`config.mk`:
```
export PLATFORM = sky130hd
export DESIGN_NAME = mem_wb_stage
export DESIGN_NICKNAME = d
export VERILOG_FILES = /design/src/rtl/mem_wb_stage.sv
export SDC_FILE = /design/constraint.sdc
export NUM_CORES = 1
export LEC_CHECK = 0
export ABC_AREA = 1
export BUFFER_PORTS_ARGS = -buffer_cell sky130_fd_sc_hd__buf_2
export CAP_MARGIN = 20
export CORE_UTILIZATION = 45
export CTS_BUF_LIST = sky130_fd_sc_hd__clkbuf_4 sky130_fd_sc_hd__clkbuf_8
export CTS_CLUSTER_DIAMETER = 200
export DETAILED_ROUTE_END_ITERATION = 8
export GPL_TIMING_DRIVEN = 0
export PLACE_DENSITY = 0.8
export SYNTH_ARGS = -nofsm -noshare
export SYNTH_HDL_FRONTEND = slang
export SYNTH_SLANG_ARGS = --single-unit
```
`constraint.sdc`:
```
create_clock -name clock -period 1.59 [get_ports clock]
set_input_delay 0 -clock clock [delete_from_list [all_inputs] [get_ports clock]]
set_output_delay 0 -clock clock [all_outputs]
set_load 0.01 [all_outputs]
```
`src/rtl/mem_wb_stage.sv`:
```
// mem_wb_stage: MEM/WB pipeline register with valid, stall/flush, write-back
// select, and optional retire counter (enable with macro MEM_WB_RETIRE_CNT_EN).
//
// Ports:
//   clock, reset        rising-edge clock, synchronous active-high reset
//   stall, flush        hazard-unit hold / bubble insertion (flush wins)
//   in_*                MEM-stage instruction fields
//   out_*               registered stage fields
//   wb_en, wb_data      register-file write port (from stage registers only)
//   retire_count        retired instruction count (MEM_WB_RETIRE_CNT_EN only)
module mem_wb_stage #(
    parameter int DATA_W     = 20,
    parameter int OPCODE_W   = 4,
    parameter int REG_ADDR_W = 3,
    parameter int ZERO_REG   = 1,
    parameter int COUNT_W    = 16
) (
    input  logic                  clock,
    input  logic                  reset,
    input  logic                  stall,
    input  logic                  flush,
    input  logic                  in_valid,
    input  logic [OPCODE_W-1:0]   in_opcode,
    input  logic [DATA_W-1:0]     in_alu_result,
    input  logic [DATA_W-1:0]     in_mem_data,
    input  logic [REG_ADDR_W-1:0] in_rd,
    input  logic                  in_reg_write,
    input  logic                  in_mem_to_reg,
    output logic                  out_valid,
    output logic [OPCODE_W-1:0]   out_opcode,
    output logic [DATA_W-1:0]     out_alu_result,
    output logic [DATA_W-1:0]     out_mem_data,
    output logic [REG_ADDR_W-1:0] out_rd,
    output logic                  wb_en,
    output logic [DATA_W-1:0]     wb_data
`ifdef MEM_WB_RETIRE_CNT_EN
    ,
    output logic [COUNT_W-1:0]    retire_count
`endif
);

    logic reg_write;
    logic mem_to_reg;
    logic rd_writable;

    // On flush only the control bits are cleared; data fields hold, since
    // nothing downstream looks at them while valid is low.
    always_ff @(posedge clock) begin
        if (reset) begin
            out_valid      <= 1'b0;
            out_opcode     <= '0;
            out_alu_result <= '0;
            out_mem_data   <= '0;
            out_rd         <= '0;
            reg_write      <= 1'b0;
            mem_to_reg     <= 1'b0;
        end else if (flush) begin
            out_valid      <= 1'b0;
            reg_write      <= 1'b0;
        end else if (!stall) begin
            out_valid      <= in_valid;
            out_opcode     <= in_opcode;
            out_alu_result <= in_alu_result;
            out_mem_data   <= in_mem_data;
            out_rd         <= in_rd;
            reg_write      <= in_reg_write;
            mem_to_reg     <= in_mem_to_reg;
        end
    end

    assign rd_writable = (ZERO_REG == 0) || (out_rd != '0);
    assign wb_en       = out_valid & reg_write & rd_writable;
    assign wb_data     = mem_to_reg ? out_mem_data : out_alu_result;

`ifdef MEM_WB_RETIRE_CNT_EN
    // The instruction in WB has committed when it leaves the stage, so a
    // flush of the incoming slot does not stop it being counted.
    always_ff @(posedge clock) begin
        if (reset) begin
            retire_count <= '0;
        end else if (!stall && out_valid) begin
            retire_count <= retire_count + 1'b1;
        end
    end
`endif

endmodule

```
# ---- After elaboration in Yosys (flattened, before gate mapping)
# Index checks and enable logic that the tools add are counted.
dict set report totals {
  ff_bits 50
  in_bits 54
  output_inout_bits 69
  elab_cells 15
}
dict set report op_classes {
  mux 1
  bitwise 4
  n_reduce_logical 3
}
# op n
set ops {}
lappend ops {{$mux 20} 1}
lappend ops {{$reduce_bool 3->1} 1}
lappend ops {{$and 1x1->1} 2}
lappend ops {{$not 1->1} 2}
lappend ops {{$reduce_and 2->1} 1}
lappend ops {{$reduce_or 2->1} 1}

# ---- Depth between registers and ports, before layout
dict set report depth {
  ltp_word 2
  ltp_mapped 5
  mapped_depth_nobuf 4
}

# ---- Worst setup path after synthesis
# No wires, ideal clock.
dict set report synth_path {
  path_kind {reg2out}
  from {register mem_to_reg}
  to {output wb_data[0]}
  t_arrival_ps 824
  required_time_ps 1590
  slack_ps 766
  stages_incl_launch_ff 4
  n_path_buf 1
  path_cell_list {dfxtp_1 -> clkbuf_1 -> nand2_1 -> o21ai_0}
}
dict set report synth_between {
  elab_chain_len 1
}
# item line_no
set synth_lines {}
lappend synth_lines {{start: declaration} 43} ;# logic mem_to_reg;
lappend synth_lines {{start signal: assignment} 67} ;# mem_to_reg <= in_mem_to_reg;
lappend synth_lines {{$mux 20} 73} ;# assign wb_data = mem_to_reg ? out_mem_data : out_alu_result;
lappend synth_lines {{end: declaration} 35} ;# output logic [DATA_W-1:0] wb_data
# Every way passes these cells.

# ---- Worst setup path after layout
dict set report layout_path {
  from {register mem_to_reg}
  to {output wb_data[19]}
}
# The elaborated chain is that of the path after synthesis.

==> metrics.yaml <==
drive_above_1_share_pct: 26.2
dieArea_um2: 5430
yosysWarnings: 0
slowest_stage: "dfxtp_1"
synth.net_count: 436
clk_pin_slew_worst_paths_ps: 80
met2_usage_pct: 46.8
intPower_mw: 1.97
yosys-top-cells-area: "dfxtp_1 (43%), nand2_1 (20%), nor2_1 (16%)"
track_usage_pct: 25.7
rows: 25
p_clk_share_pct: 26.2
place_hpwl_um: 4580
slew_headroom_pct: 67.8
critPathLaunchType: "flop"
die_w_um: 73.7
synth_area_um2: 2310
hold_viol_final: 0
ys_seq_elements: 50
max_freq_mhz: 718
routed_wl_um: 6670
port_buffers: 122
via_per_inst: 4.28
wl_per_cell_um: 10.8
area_growth_pct: 50.6
worst_pin_slew_ps: 482
seq_area_frac_synth_pct: 43.2
grtUsageMet1_pct: 28.8
firstDrtPassIters: 4
dpl_cell_area_um2: 3010
nFillCells: 423
share_seq_of_total_power_pct: 51.0
cts_tree: "done"
p_sw_mw: 0.767
gr-usage-met3_pct: 6.17
yosys.area.top_type: "dfxtp_1"
final-setup-viol-count: 0
synth.top_cell.area_share_pct: 43.2
dp.cells: 571
p_per_area_nw_per_um2: 784
grt_max_degree: 14
top_usage_layer: "met2"
synthCells: 382
p_total_mw: 2.73
setup_ws_ps: 198
ant_nets: 0
critPathMaxStageDelay_ps: 380
layout_common_cells: "buf_2 (127), nand2_1 (121), nor2_1 (97), inv_1 (70), dfxtp_1 (50)"
diodes: 0
finalSetupTns_ps: 0
grt_overflow: 0
avgSynthCellArea_um2: 6.06
design_area_um2: 3490
ios: 123
antenna_found_initial: 0
p_leak_nw: 2.01
drc_errors: 0
grt_pass1_vias: 2359
initial_core_util_pct: 47.7
nNetsFinal: 604
cts_buffer_depth: 2
rsz0062_at_grt: "no"
outcome: "completed"
crit_arrival_ps: 1390
die_h_um: 73.7
clkLatencyLatePin_ps: 290
cts_buffers: 5
crit_type: "reg2out"
final.period_utilization_pct: 87.6
ir_drop_mv: 0.500
cts_num_sinks: 50
path_max_fanout: 10
switching_share_pct: 28.1
cp-end-kind: "primary output"
grt_pass1_wl_um: 10500
place.gp.congestion: 0.747
placeableCoreArea_um2: 4850
pwr-share-comb_pct: 22.8
max_cap_violations: 0
fin_crit_ps: 1390
first_iter_violations: 98
layout_commonest_cell: "buf_2"
hold_class: "in2reg"
num_vias: 2640
cp_data_required_time_ps: 1590
skew_ps: 0
htreeDepth: 2
cts_root_buf: "clkbuf_8"
final_cells: 617
dp_slack_ps: 465
reg_top3: "out_alu_result x20, out_mem_data x20, out_opcode x4"
crit_chain: "clkbuf_1 > o21ai_0 > buf_2"
yosys.cell_types.count: 12
drv_slew: 0
cell type report:
| class | count | area [um^2] | share of cell area (%) |
|---|---|---|---|
| buffer | 19 | 103 | 2.94 |
| timing repair buffer | 161 | 1000 | 28.7 |
| inverter | 70 | 263 | 7.54 |
| sequential | 50 | 1000 | 28.7 |
| clock buffer | 7 | 83.8 | 2.40 |
| multi-input combinational | 243 | 951 | 27.3 |
| tap | 67 | 83.8 | 2.40 |
critical path: cells and delay by family, from the launching register on:
kind	cells	cell delay [ps]
flops	1	380
compound gates	1	170
buf+inv	2	550
synthesized netlist by cell type:
cell	number
o21ai_0	20
nor2_4	1
nor2_1	97
buf_2	5
dfxtp_1	50
nor3_1	1
inv_1	70
a21oi_1	2
nand2_1	121
or2_2	1
clkbuf_1	8
buf_4	6
timing repair:
action / in CTS / in global routing
hold buffers: 39 / 0
buffers inserted: 0 / 0
endpoints found under the hold margin: 37 / 0
gates resized for setup: 0 / 4
setup endpoints to repair: 0 / 3
per-layer routing:
| metal | wire length [um] | share of wire [%] |
|---|---|---|
| met1 | 2940 | 44 |
| met2 | 3260 | 49 |
| met3 | 397 | 5.9 |
| met4 | 70 | 1.0 |
| met5 | 0 | 0 |
power by group through the flow:
stage	combinational (mW)	sequential (mW)	clock, mW
after global routing	0.704	1.41	0.785
after floorplan	0.269	1.45	0
after global placement	0.535	1.42	0
after detailed placement	0.547	1.42	0
final	0.624	1.39	0.716
after CTS	0.620	1.39	0.747
worst paths after layout:
| path | startpoint | endpoint | slack (ps) | depth (start not counted) |
|---|---|---|---|---|
| hold reg to reg | out_opcode[1] | out_opcode[1] | 490 | 2 |
| setup reg to reg | out_valid | out_valid | 350 | 3 |
| setup / recovery | mem_to_reg | wb_data[19] | 200 | 3 |
| hold / removal | in_alu_result[0] | out_alu_result[0] | 6 | 5 |
cell families (layout without fill, tap and decap cells):
family | after synthesis | count (layout) | share of synthesized area, %
AOI/OAI and AO/OA | 22 | 22 | 4.76
buffers and inverters | 89 | 257 | 15.7
DFF | 50 | 50 | 43.2
and+or+nand+nor | 221 | 221 | 36.3
stage by stage:
| step | utilization (%) | hold WS (ps) |
|---|---|---|
| 2_1_floorplan | - | 136 |
| 3_3_place_gp | 62.1 | 246 |
| 3_5_place_dp | 62.1 | 251 |
| 4_1_cts | 71.8 | 1.10 |
| 5_1_grt | 71.9 | 5.14 |
| 6_report | 71.9 | 6.47 |
No activity file was read; power rests on OpenSTA's default activity.
